### src/rtl/updown_cnt_pkg.sv
// updown_cnt_pkg: shared direction type, stat width and clamp helper for the up/down counter
package updown_cnt_pkg;
  typedef enum logic {CNT_DOWN = 1'b0, CNT_UP = 1'b1} cnt_dir_e;
  localparam int OVF_W = 8;
  function automatic int unsigned sat_clamp(input int unsigned v, input int unsigned lim);
    return (v > lim) ? lim : v;
  endfunction
endpackage

### src/rtl/updown_counter_param.sv
// updown_counter_param: modulo/saturating up/down counter with load, tc and evt; UPDOWN_CNT_OVF_STAT_EN adds an event counter
module updown_counter_param
  import updown_cnt_pkg::*;
#(
  parameter int WIDTH    = 4,
  parameter int MOD_MAX  = 2**WIDTH-1,
  parameter int STEP     = 1,
  parameter int SAT_MODE = 0
) (
  input  logic             clk,
  input  logic             rst,
  input  logic             en,
  input  logic             up_down,
  input  logic             load,
  input  logic [WIDTH-1:0] load_val,
`ifdef UPDOWN_CNT_OVF_STAT_EN
  input  logic             ovf_clr,
  output logic [OVF_W-1:0] ovf_cnt,
`endif
  output logic [WIDTH-1:0] count,
  output logic             tc,
  output logic             evt
);
  localparam logic [WIDTH:0] MAX_X  = (WIDTH+1)'(MOD_MAX);
  localparam logic [WIDTH:0] MOD_X  = MAX_X + 1'b1;
  localparam logic [WIDTH:0] STEP_X = (WIDTH+1)'(STEP);
  localparam logic           SAT    = SAT_MODE != 0;
  cnt_dir_e dir;
  logic [WIDTH:0] cnt_x, sum;
  logic [WIDTH-1:0] count_nxt;
  logic hit, evt_nxt;
  assign dir   = cnt_dir_e'(up_down);
  assign cnt_x = {1'b0, count};
  assign tc    = (dir == CNT_UP) ? (cnt_x == MAX_X) : (count == '0);
  // hit flags a wrap or clamp; sum is kept one bit wider so overflow past MOD_MAX is visible
  always_comb begin
    sum = cnt_x + STEP_X;
    hit = (dir == CNT_UP) ? (sum > MAX_X) : (cnt_x < STEP_X);
    count_nxt = rst  ? '0 :
                load ? WIDTH'(sat_clamp(int'(load_val), MOD_MAX)) :
                !en  ? count :
                (dir == CNT_UP) ? WIDTH'(hit ? (SAT ? MAX_X : sum - MOD_X) : sum) :
                                  WIDTH'(hit ? (SAT ? '0 : cnt_x + MOD_X - STEP_X) : cnt_x - STEP_X);
    evt_nxt = !rst && !load && en && hit;
  end
  always_ff @(posedge clk) begin
    count <= count_nxt;
    evt   <= evt_nxt;
  end
`ifdef UPDOWN_CNT_OVF_STAT_EN
  always_ff @(posedge clk)
    if (rst || ovf_clr) ovf_cnt <= '0;
    else if (evt_nxt) ovf_cnt <= OVF_W'(sat_clamp(32'(ovf_cnt) + 32'd1, 2**OVF_W-1));
`endif
endmodule

### config.mk
export PLATFORM = sky130hd
export DESIGN_NAME = updown_counter_param
export DESIGN_NICKNAME = d
export VERILOG_FILES = /design/src/rtl/updown_cnt_pkg.sv /design/src/rtl/updown_counter_param.sv
export SDC_FILE = /design/constraint.sdc
export NUM_CORES = 1
export LEC_CHECK = 0
export ABC_AREA = 1
export CAP_MARGIN = 20
export CORE_MARGIN = 1.5
export CORE_UTILIZATION = 25
export DETAILED_ROUTE_END_ITERATION = 16
export GPL_TIMING_DRIVEN = 0
export PLACE_DENSITY_LB_ADDON = 0.12
export SETUP_SLACK_MARGIN = 0.02
export SLEW_MARGIN = 20
export SYNTH_ARGS = -nofsm -noshare
export SYNTH_HDL_FRONTEND = slang
export SYNTH_SLANG_ARGS = --single-unit
### constraint.sdc
create_clock -name clk -period 2.8 [get_ports clk]
set_input_delay 0.56 -clock clk [delete_from_list [all_inputs] [get_ports clk]]
set_output_delay 0.56 -clock clk [all_outputs]
set_load 0.01 [all_outputs]
==> impl_metrics.json <==
{
  "drt_first_pass_iters": 4,
  "fin_crit_sh": 0.868,
  "cts_hold_buffers": 0,
  "antenna_left": 0,
  "cts_made_buffers": 3,
  "postCtsSetupBuffers": 0,
  "max-clock-path-buffers": 2,
  "htree_levels": 1,
  "grt_max_degree": 10,
  "groute.usage.overall": 0.126,
  "netSwitchingPower_uw": 76.1,
  "routabilityCongestion": 0.774,
  "clock_sinks": 5,
  "portBuffers": 14,
  "final_common_cell": "nand2_1",
  "first_global_vias": 442,
  "postCtsResizedCells": 0,
  "route.detailed.drc": 0,
  "p_leak_nw": 0.295,
  "ios": 15,
  "combinationalPowerShare": 0.328,
  "setup_viol": 0,
  "viasPerCell": 4.72,
  "hold_end": "count[1]",
  "setup_tns_ps": 0,
  "intPower_uw": 171,
  "ys_ff_latch": 5,
  "synthCells": 69,
  "wirelength_mm": 1.03,
  "min_from": "count[1]",
  "nets": 101,
  "clk_pin_slew_ps": 40,
  "diodes": 0,
  "worstReg2RegStart": "count[0]",
  "async_flop_share": 0,
  "dp_hpwl_um": 797,
  "dieHeight_um": 44.7,
  "cp-startpoint": "up_down",
  "clockPowerShare": 0.338,
  "rr_worst_depth": 7,
  "sw_frac_of_total": 0.308,
  "syn-cell-area_sq_um": 435,
  "timing.final.crit_period_ps": 2430,
  "initial_core_util": 0.279,
  "fin_util": 0.399,
  "grt_pass1_wl_mm": 1.87,
  "max_freq_mhz": 412,
  "fin_cells": 103,
  "area_growth_pct": 42.8,
  "seq_area_frac_synth": 0.230,
  "synth_nets": 82,
  "die_x_um": 44.7,
  "syn_area_per_cell_sq_um": 6.31,
  "drv_cap": 0,
  "cts_tree": "done",
  "ir_drop_mv": 0.173,
  "seq_power_share": 0.334,
  "crit_fanout": 6,
  "insertion_delay_ps": 240,
  "power_density_mw_per_mm2": 398,
  "slew_violations": 0,
  "worstHoldPathCells": 2,
  "synth.distinct_cells": 18,
  "cts-root-buf": "clkbuf_4",
  "wl_per_cell_um": 10.0,
  "critPathRequiredTime_ps": 2240,
  "startpoint_type": "input port",
  "r2r-end": "evt",
  "finalPower_uw": 247,
  "rsz0062_at_grt": "false",
  "tightest_slew_ps": 326,
  "synthFlopType": "dfxtp_1",
  "num_rows": 14,
  "min_path_type": "reg -> reg",
  "vias": 486,
  "endpoint_kind": "output pin",
  "antenna_found_initial": 0,
  "final_cell_mix": "16 x nand2_1, 14 x clkdlybuf4s50_1, 12 x inv_1",
  "hold_viol": 0,
  "status": "complete, no violations",
  "drtIter0Drc": 10,
  "design.die.area_sq_mm": 0.00200,
  "fin_skew_ps": 1.70,
  "r2r_setup_slack_ps": 1380,
  "maxSlewHeadroom": 0.783,
  "arrival_ps": 1870,
  "drive_above_1_share": 0.103,
  "grt_overflow": 0,
  "coreArea_sq_mm": 0.00156,
  "yosysWarnings": 0,
  "hold_ws_ps": 624,
  "critPathKind": "in -> out",
  "synth-edff-count": 0,
  "dp_cells": 99
}
[critical path, stage by stage]
cell and delay [ps]:
clkdlybuf4s50_1 510, nand2_1 110, inv_1 60, nor2_1 90, clkdlybuf4s50_1 530
[synthesized netlist by cell type, types with 2 or more instances]
master | count | share of area
nand2_1 | 16 | 0.14
inv_1 | 12 | 0.10
nand3_1 | 10 | 0.11
nor2_1 | 6 | 0.052
dfxtp_1 | 5 | 0.23
ha_1 | 4 | 0.11
a21oi_1 | 2 | 0.023
a31oi_1 | 2 | 0.029
nand4_1 | 2 | 0.029
o21ai_0 | 2 | 0.023
[sequential cells by signal (all words and copies together), names as in the netlist]
| name | count |
|---|---|
| count | 4 |
| evt | 1 |
[how the worst max path moves through the flow]
stage	to	depth (start not counted)
3_3_place_gp	tc	5
6_report	tc	5
4_1_cts	tc	5
3_5_place_dp	tc	5
5_1_grt	tc	5
2_1_floorplan	tc	5
[layout make-up]
cell class	count	area, sq um
inverters	12	45.0
fillers	182	937
clock buffers	4	26.3
repair buffers	14	140
multi-input cells	50	274
well taps	16	20.0
flip-flops and latches	5	100
plain buffers	2	16.3
[cell families (layout without fill, tap and decap cells)]
family,after synthesis,after routing,share of synthesized area
AO/OA/AOI/OAI,8,8,0.115
XOR/XNOR,1,1,0.0201
adder cells (fa/ha/maj),4,4,0.115
buffers and inverters,14,32,0.141
flip-flops,5,5,0.230
AND/OR/NAND/NOR,37,37,0.379
[metrics by stage]
| stage | worst slack [ps] | instance area, sq um |
|---|---|---|
| detailed placement | 364 | 596 |
| floorplan | 1180 | 435 |
| global placement | 366 | 596 |
| global route | 301 | 622 |
| CTS | 366 | 622 |
| finish | 370 | 622 |
[metal layers]
layer | track usage | part of all wire | up-vias
li1 | - | - | 257
met1 | 0.163 | 0.48 | 211
met2 | 0.200 | 0.46 | 18
met3 | 0.0520 | 0.054 | 0
met4 | 0.0182 | 0 | 0
met5 | 0 | 0 | -
[power groups by stage]
stage	clock, mW	sequential, mW	combinational [mW]
global route	0.0907	0.0832	0.0926
floorplan	0	0.0846	0.0454
finish	0.0837	0.0825	0.0811
detailed placement	0	0.0838	0.0815
global placement	0	0.0835	0.0821
CTS	0.0866	0.0826	0.0820
(Power assumes the default switching activity.)
